===== config.mk =====
export PLATFORM = sky130hd
export DESIGN_NAME = top_logic
export DESIGN_NICKNAME = d
export VERILOG_FILES = /design/src/rtl/top_logic.sv
export SDC_FILE = /design/constraint.sdc
export NUM_CORES = 1
export LEC_CHECK = 0
export ABC_AREA = 1
export CORE_AREA = 2 2 39 41
export CTS_CLUSTER_DIAMETER = 50
export DETAILED_ROUTE_END_ITERATION = 8
export DIE_AREA = 0 0 41 43
export PLACE_DENSITY = 0.67
export SLEW_MARGIN = 20
export SYNTH_ARGS = -nofsm -noshare
export SYNTH_HDL_FRONTEND = slang
export SYNTH_SLANG_ARGS = --single-unit

===== constraint.sdc =====
create_clock -name clk -period 1.57 [get_ports clk]
set_input_delay 0.3925 -clock clk [delete_from_list [all_inputs] [get_ports clk]]
set_output_delay 0.3925 -clock clk [all_outputs]
set_load 0.02 [all_outputs]

===== src/rtl/top_logic.sv =====
// top_logic: registered a?b:c selector with sticky coverage of sampled (a,b,c) combinations.
module top_logic #(
  parameter bit REG_OUT = 1'b1
) (
  input  logic       clk,
  input  logic       rst,
  input  logic       a,
  input  logic       b,
  input  logic       c,
  output logic       z,
  output logic [7:0] seen,
  output logic       all_seen
);
  logic       f;
  logic [7:0] seen_q, seen_d;
  assign f = a ? b : c;
  assign seen_d = seen_q | (8'd1 << {a, b, c});
  always_ff @(posedge clk or posedge rst) begin
    if (rst) seen_q <= 8'h00;
    else     seen_q <= seen_d;
  end
  assign seen = seen_q;
  assign all_seen = &seen_q;
  generate
    if (REG_OUT) begin : g_reg
      logic z_q;
      always_ff @(posedge clk or posedge rst) begin
        if (rst) z_q <= 1'b0;
        else     z_q <= f;
      end
      assign z = z_q;
    end else begin : g_comb
      assign z = f;
    end
  endgenerate
endmodule


==> results.cfg <==
[yosys]
synth-seq-area-share = 0.616
ys_ff_latch = 9
yosys_warnings = 0
synth_top_area_frac = 0.616
syn_inst = 38
synth_cell_types = 7
avgSynthCellArea_um2 = 9.61
yosys.area.top_type = dfrtp_1
syn_nets = 43
synth_area_um2 = 365
synth_area_leaders = dfrtp_1, o21bai_1, nand2_1

[timing]
worstMarginPinSlew_ns = 0.336
rsz0062_at_grt = false
finalCritPeriodShare = 0.940
max_freq_mhz = 678
hold_viol = 0
layout_min_cycle_time_ns = 1.48
report.final.setup_viol = 0
fin_skew_ns = 0
slew_headroom = 0.776
hold_slack_ns = 0.392
final_max_slew_viol_count = 0
setup_ws_ns = 0.0942

[floorplanning]
die_h_um = 43
rows = 14
io_pins = 15
die_area_mm2 = 0.00176
core_mm2 = 0.00138
die_w_um = 41
start_util = 0.264

[outcome]
outcome = completed

[drt]
firstDrtPassIters = 4
viasPerCell = 4.21
via_count = 337
ant_nets = 0
drt-total-wl_um = 815
drt_iter0_markers = 1
routedWlPerCell_um = 10.2
drc = 0

[placement]
port_buffers = 14
gp_congestion = 0.767
hpwl_um = 633
pre_cts_slack_ns = -0.00102

[worst_setup_path]
worstSetupStartpointType = flop
ff2ff_path_depth = 2
crit_path_cell_trace = buf_4, dlygate4sd2_1
worst-setup-path-type = reg -> out
critPathSlowestCell = dfrtp_1
slowest_delay_ns = 0.38
crit_required_ns = 1.18
path_max_fanout = 2
cp_top_family = buffers and inverters
critical_path_buf_inv_count = 2
r2r_setup_slack_ns = 0.79
endpoint_kind = output pin
timing.rr.start = seen[1]
timing.rr.end = seen[1]
cp.arrival_ns = 1.08

[cts]
cts_buffers = 3
clk_pin_slew_ns = 0.05
tritoncts = done
cts_root_buffer = clkbuf_4
holdBufCountCts = 0
cts-htree-levels = 1
clock-sinks = 9
worstSkewPairLatency_ns = 0.25
cts_buffer_depth = 2

[global_routing]
grt_pass1_vias = 332
antenna_found_initial = 0
grt_max_degree = 10
grt_first_pass_wirelength_um = 1390
gr-usage-all-layers = 0.128
overflow = 0

[finish]
drive_above_1_share = 0.203
layout.cells.most_common_list = nand2_1, dlygate4sd2_1, dfrtp_1
final_common_cell = nand2_1
nets = 70
antenna_cells = 0
area_growth_pct = 63.0

[power]
ir_drop_mv = 0.462
p_per_area_mw_per_mm2 = 742
power.leakage_uw = 0.000273

[min_path]
worstHoldPathType = in -> async

[flow_run]
drv_cap = 0
-- Yosys cell counts --
cell type	count
dfrtp_1	9
inv_1	7
inv_2	1
nand2_1	11
nor2_1	1
o21ai_0	1
o21bai_1	8
-- worst max-delay path by stage --
stage / startpoint / end / cells past startpoint
finish: seen[1] / seen[1] / 2
global route: seen[1] / seen[1] / 2
CTS: seen[1] / all_seen / 5
detailed placement: seen[1] / all_seen / 5
global placement: seen[2] / all_seen / 5
floorplan: seen[7] / all_seen / 4
-- per-layer routing --
| layer | up-vias | track usage | share of wire |
|---|---|---|---|
| met2 | 11 | 0.178 | 0.51 |
| met3 | 2 | 0.0628 | 0.061 |
| met1 | 157 | 0.141 | 0.41 |
| met5 | - | 0 | 0 |
| met4 | 0 | 0.100 | 0.021 |
| li1 | 167 | - | - |
-- state kept, by name, indices dropped and copies added, names as in the netlist --
name / count
seen: 8
z: 1
-- power by group --
part | switching [uW] | leakage [uW] | internal [uW] | total [uW]
Sequential | 0.662 | 0.0000820 | 235 | 235
Combinational | 22.6 | 0.000176 | 15.4 | 38.0
Clock | 71.5 | 0.0000150 | 97.3 | 169
Total | 94.8 | 0.000273 | 347 | 442
-- metrics by stage --
stage	instance area, um2	utilization	std cells	TNS (ns)	power, uW
6_report	596	0.430	80	0	442
5_1_grt	596	0.430	80	0	473
4_1_cts	601	0.434	80	0	451
3_5_place_dp	586	0.423	76	-0.00102	280
3_3_place_gp	586	0.423	76	-0.000120	280
2_1_floorplan	365	-	38	0	256
-- repair_timing --
action,CTS,global route
setup buffers,0,0
endpoints found under the setup margin,10,1
endpoints found under the hold margin,0,0
gates resized for setup,11,1
-- kinds of logic after synthesis --
group           synth area share
compound gates             0.178
buf+inv                   0.0822
flops                      0.616
simple gates               0.123
-- final cells by class --
| class | instances | area [um2] |
|---|---|---|
| clock buffer | 4 | 26.3 |
| fill | 151 | 788 |
| inverter | 8 | 30.0 |
| multi-input combinational | 21 | 110 |
| sequential | 9 | 225 |
| tap | 16 | 20.0 |
| timing repair buffer | 22 | 184 |
Power figures use the tool's default switching activity.
